## config.mk

```make
export PLATFORM = sky130hd
export DESIGN_NAME = dmem_access_unit
export DESIGN_NICKNAME = d
export VERILOG_FILES = /design/src/rtl/dmem_access_unit.sv
export SDC_FILE = /design/constraint.sdc
export NUM_CORES = 1
export LEC_CHECK = 0
export BUFFER_PORTS_ARGS = -buffer_cell sky130_fd_sc_hd__buf_2
export CORE_ASPECT_RATIO = 1.75
export CORE_UTILIZATION = 47
export CTS_CLUSTER_SIZE = 28
export DETAILED_ROUTE_END_ITERATION = 7
export GPL_ROUTABILITY_DRIVEN = 0
export PLACE_DENSITY_LB_ADDON = 0.1
export SLEW_MARGIN = 0
export SYNTH_ARGS = -nofsm -noshare
export SYNTH_HDL_FRONTEND = slang
export SYNTH_SLANG_ARGS = --single-unit
```

## constraint.sdc

```tcl
create_clock -name i_clk -period 3.25 [get_ports i_clk]
set_clock_uncertainty 0.15 [all_clocks]
set_input_delay 0.975 -clock i_clk [delete_from_list [all_inputs] [get_ports i_clk]]
set_output_delay 0.975 -clock i_clk [all_outputs]
set_load 0.01 [all_outputs]
```

## src/rtl/dmem_access_unit.sv

```systemverilog
// Memory-stage load/store sequencer: lane mask/data forming, req/ready + valid handshake, pipeline stall.
// Optional `DMEM_TIMEOUT_EN adds a REQ/WAIT watchdog that aborts after MAX_WAIT cycles and pulses o_bus_err.
module dmem_access_unit #(
  parameter int MAX_WAIT = 64
) (
  input  logic        i_clk,
  input  logic        i_rst_n,
  input  logic        i_mem_en,
  input  logic        i_is_store,
  input  logic [2:0]  i_funct3,
  input  logic [31:0] i_addr,
  input  logic [31:0] i_store_data,
  output logic        o_stall,
  output logic        o_dmem_req,
  output logic        o_dmem_we,
  output logic [31:0] o_dmem_addr,
  output logic [3:0]  o_dmem_mask,
  output logic [31:0] o_dmem_wdata,
  input  logic        i_dmem_ready,
  input  logic        i_dmem_valid,
  input  logic [31:0] i_dmem_rdata,
  output logic        o_done,
  output logic        o_load_valid,
  output logic [31:0] o_load_rdata,
  output logic [2:0]  o_load_funct3,
  output logic [1:0]  o_load_byte_offset,
  output logic        o_misaligned,
  output logic        o_bus_err
);

  // Handshake: o_dmem_req stays high with addr/we/mask/wdata frozen until a cycle
  // with i_dmem_ready; read data is taken only on i_dmem_valid in that cycle or in WAIT.
  typedef enum logic [1:0] {S_IDLE = 2'd0, S_REQ = 2'd1, S_WAIT = 2'd2, S_RESP = 2'd3} state_t;

  state_t      r_state, w_next;
  logic [31:0] r_addr, r_wdata, r_rdata;
  logic [3:0]  r_mask;
  logic        r_we;
  logic [2:0]  r_funct3;
  logic [1:0]  r_off;
  logic        r_misaligned;

  logic        w_misaligned, w_accept, w_capture, w_abort, w_timeout;
  logic [3:0]  w_mask;
  logic [31:0] w_wdata;

  always_comb begin
    w_misaligned = 1'b0;
    case (i_funct3[1:0])
      2'b01:   w_misaligned = i_addr[0];
      2'b10:   w_misaligned = (i_addr[1:0] != 2'b00);
      default: w_misaligned = 1'b0;
    endcase
  end

  assign w_accept = i_rst_n & (r_state == S_IDLE) & i_mem_en & ~w_misaligned;

  always_comb begin
    w_mask  = 4'b1111;
    w_wdata = i_store_data;
    case (i_funct3[1:0])
      2'b00: begin
        w_mask  = 4'b0001 << i_addr[1:0];
        w_wdata = {4{i_store_data[7:0]}};
      end
      2'b01: begin
        w_mask  = 4'b0011 << i_addr[1:0];
        w_wdata = {2{i_store_data[15:0]}};
      end
      default: ;
    endcase
    if (!i_is_store) w_mask = 4'b1111;
  end

`ifdef DMEM_TIMEOUT_EN
  localparam int CW = ($clog2(MAX_WAIT + 1) > 8) ? $clog2(MAX_WAIT + 1) : 8;
  logic [CW-1:0] r_wait_cnt;
  logic          r_bus_err;

  always_ff @(posedge i_clk or negedge i_rst_n) begin
    if (!i_rst_n) begin
      r_wait_cnt <= '0;
      r_bus_err  <= 1'b0;
    end else begin
      r_bus_err <= w_abort;
      if (w_accept) r_wait_cnt <= '0;
      else if (r_state == S_REQ || r_state == S_WAIT) r_wait_cnt <= r_wait_cnt + 1'b1;
    end
  end

  assign w_timeout = (r_wait_cnt == CW'(MAX_WAIT - 1));
  assign o_bus_err = r_bus_err;
`else
  // MAX_WAIT is only meaningful with the watchdog; this compare is constant false.
  assign w_timeout = (MAX_WAIT < 0);
  assign o_bus_err = 1'b0;
`endif

  always_comb begin
    w_next    = r_state;
    w_capture = 1'b0;
    w_abort   = 1'b0;
    case (r_state)
      S_IDLE: if (w_accept) w_next = S_REQ;
      S_REQ: begin
        if (i_dmem_ready) begin
          if (r_we) w_next = S_RESP;
          else if (i_dmem_valid) begin
            w_next    = S_RESP;
            w_capture = 1'b1;
          end else w_next = S_WAIT;
        end else if (w_timeout) w_abort = 1'b1;
      end
      S_WAIT: begin
        if (i_dmem_valid) begin
          w_next    = S_RESP;
          w_capture = 1'b1;
        end else if (w_timeout) w_abort = 1'b1;
      end
      S_RESP:  w_next = S_IDLE;
      default: w_next = S_IDLE;
    endcase
    if (w_abort) w_next = S_IDLE;
  end

  always_ff @(posedge i_clk or negedge i_rst_n) begin
    if (!i_rst_n) begin
      r_state      <= S_IDLE;
      r_addr       <= '0;
      r_wdata      <= '0;
      r_mask       <= '0;
      r_we         <= 1'b0;
      r_funct3     <= '0;
      r_off        <= '0;
      r_rdata      <= '0;
      r_misaligned <= 1'b0;
    end else begin
      r_state      <= w_next;
      r_misaligned <= (r_state == S_IDLE) & i_mem_en & w_misaligned;
      if (w_accept) begin
        r_addr   <= {i_addr[31:2], 2'b00};
        r_wdata  <= w_wdata;
        r_mask   <= w_mask;
        r_we     <= i_is_store;
        r_funct3 <= i_funct3;
        r_off    <= i_addr[1:0];
      end
      if (w_capture) r_rdata <= i_dmem_rdata;
    end
  end

  assign o_stall            = w_accept | (r_state == S_REQ) | (r_state == S_WAIT);
  assign o_dmem_req         = (r_state == S_REQ);
  assign o_dmem_we          = r_we;
  assign o_dmem_addr        = r_addr;
  assign o_dmem_mask        = r_mask;
  assign o_dmem_wdata       = r_wdata;
  assign o_done             = (r_state == S_RESP);
  assign o_load_valid       = (r_state == S_RESP) & ~r_we;
  assign o_load_rdata       = r_rdata;
  assign o_load_funct3      = r_funct3;
  assign o_load_byte_offset = r_off;
  assign o_misaligned       = r_misaligned;

endmodule

```

==> impl_metrics.tcl <==
set metrics [dict create \
    synth-seq-cells 107 \
    num_vias 3531 \
    wl_per_cell_microns 15.8 \
    synth_commonest_cells "dfrtp_1, mux2_2, o21ai_0" \
    worstHoldPathType "flop to flop" \
    place_worst_setup_slack_ps 73.2 \
    root_buffer "clkbuf_16" \
    synth_edf_count 0 \
    cp-endpoint "o_stall" \
    startpoint "i_funct3[0]" \
    tightestPinTransition_ps 772 \
    seq_area_frac_synth_pct 56.4 \
    worst-path-buf-inv 3 \
    ys_warn_count 0 \
    synth_area_sq_um 4740 \
    reg2reg_to "o_dmem_wdata[0]$_DFFE_PN0P_" \
    reg2reg_from "r_state[0]$_DFFE_PN0P_" \
    irDropWorstVdd_uv 414 \
    hold_viol 0 \
    tritoncts "built" \
    cts_made_buffers 9 \
    grt_pass1_wl_microns 17400 \
    io_pins 217 \
    p_total_mw 5.61 \
    fin_nets 689 \
    critPathArrivalTime_ps 2060 \
    hp-start "o_dmem_wdata[25]$_DFFE_PN0P_" \
    crit_family "buffers and inverters" \
    fp.dieH_microns 135 \
    synth.top_cell.area_share_pct 56.4 \
    dp_hpwl_microns 8130 \
    layout_min_cycle_time_ps 3190 \
    status "completed" \
    timing.slew.headroom_pct 48.5 \
    crit_slowest_cell "ha_1" \
    yosys-top-cells-area "dfrtp_1, mux2_2, mux2_4" \
    timing.final.ws_setup_ps 62.5 \
    cp_max_fo 3 \
    ctsHtreeMaxLevel 3 \
    crit_chain "buf_2, inv_1, ha_1, o21ai_2, o2111ai_4, nand3_1, buf_2" \
    final_cells 703 \
    final_util_pct 62.4 \
    r2r_slack_ps 1110 \
    critical_path_class "input pin to output pin" \
    required_ps 2120 \
    dp_cells 689 \
    die_w_microns 78.0 \
    syn_area_per_cell_sq_um 13.1 \
    clock-sinks 107 \
    post_cts_resized 0 \
    finalSetupViolCount 0 \
    vias_per_cell 5.02 \
    cp.depth 7 \
    maxSlewViolCount 0 \
    ant_nets 0 \
    drc 0 \
    grt_max_degree 103 \
    diodes 0 \
    area_growth_syn_to_layout_pct 29.6 \
    antenna_found_initial 0 \
    start_kind "input pin" \
    grt_pass1_vias 3495 \
    ys_types 36 \
    whs_ps 326 \
    setup_tns_ps 0 \
    core.rowCount 48 \
    start_util_pct 48.2 \
    yosys.area.top_type "dfrtp_1" \
    numPortBuffers 213 \
    async_flop_share_pct 100 \
    syn_inst 363 \
    drive_above_1_share_pct 54.8 \
    r2r_cells 5 \
    drt_iter0_markers 120 \
    path_common_cell "buf_2" \
    clk_pin_slew_worst_paths_ps 70 \
    ys.flop_type "dfrtp_1" \
    worstSetupEndpointType "output pin" \
    globalRouteOverflowTotal 0 \
    drv_cap 0 \
    fin_area_sq_um 6150 \
    coreArea_sq_um 9850 \
    fmax_mhz 314 \
    die-area_sq_um 10500 \
    min_period_over_period_pct 98.1 \
    drtPass1Iterations 5 \
    track_usage_pct 21.5 \
    power_density_nw_per_um2 912 \
    placed_area_sq_um 5890 \
    ctsHoldBuffers 0 \
    post_cts.repair.setup_buffers 0 \
    clk_latency_ps 330 \
    synth.most_common_cell "dfrtp_1" \
    slowest_delay_ps 300 \
    cts.path.max_buffers 2 \
    rsz0062_at_grt "false" \
    routed_wl_microns 11100 \
    holdPathStages 1 \
    p_leak_nw 3.25 \
]
-- sequential cells by signal, indices dropped and copies added (netlist names) --
register,flops
o_misaligned,1
r_state,2
o_load_funct3,3
o_dmem_we,1
o_dmem_wdata,32
o_load_byte_offset,2
o_load_rdata,32
o_dmem_mask,4
o_dmem_addr,30
-- final cells by class --
| cell class | count | area [sq um] |
|---|---|---|
| multi-input combinational | 229 | 1890 |
| inverter | 6 | 22.5 |
| sequential | 107 | 2680 |
| timing repair buffer | 222 | 1150 |
| tap | 125 | 156 |
| clock buffer | 10 | 229 |
| clock inverter | 4 | 28.8 |
| fill | 842 | 3700 |
-- logic make-up (layout without fill, tap and decap cells) --
family | Yosys count | after routing | synth area share (%)
muxes | 79 | 79 | 20.9
buffers and inverters | 29 | 242 | 4.27
DFF | 107 | 107 | 56.4
other | 1 | 3 | 0.0790
and+or+nand+nor | 64 | 64 | 6.12
adders and majority gates | 9 | 9 | 2.37
AOI/OAI and AO/OA | 74 | 74 | 9.78
-- worst min path at each step --
stage                                        end  slack (ps)
floorplan             o_dmem_mask[0]$_DFFE_PN0P_         360
global placement    o_dmem_wdata[27]$_DFFE_PN0P_         310
detailed placement  o_dmem_wdata[25]$_DFFE_PN0P_         320
CTS                 o_dmem_wdata[25]$_DFFE_PN0P_         340
global route        o_dmem_wdata[25]$_DFFE_PN0P_         360
finish              o_dmem_wdata[25]$_DFFE_PN0P_         330
-- placed cells by master (no fill, tap or decap), types with 3 or more instances in the layout --
cell type  count
a21o_1         4
a21oi_1        9
a22oi_1        8
a311oi_1       3
and3_1         5
buf_2        212
buf_4          9
clkbuf_16      9
conb_1         3
dfrtp_1      107
ha_1           8
inv_1          6
mux2_2        46
mux2_4        29
mux2i_1        4
nand2_1       36
nor2_1         7
nor2b_1       10
o21ai_0       38
-- routing by layer --
metal	up-vias	global-route usage (%)	wire (microns)
met1	1686	25.7	4440
met4	0	7.20	191
met3	14	4.80	712
met2	142	37.9	5770
li1	1689	-	-
met5	-	0	0
-- where the power goes --
group / total [mW] / switching [mW] / internal [mW]
logic: 2.31 / 1.10 / 1.21
registers: 2.32 / 0.331 / 1.99
clock network: 0.979 / 0.466 / 0.513
total: 5.61 / 1.90 / 3.71
No activity file was read; power rests on OpenSTA's default activity.
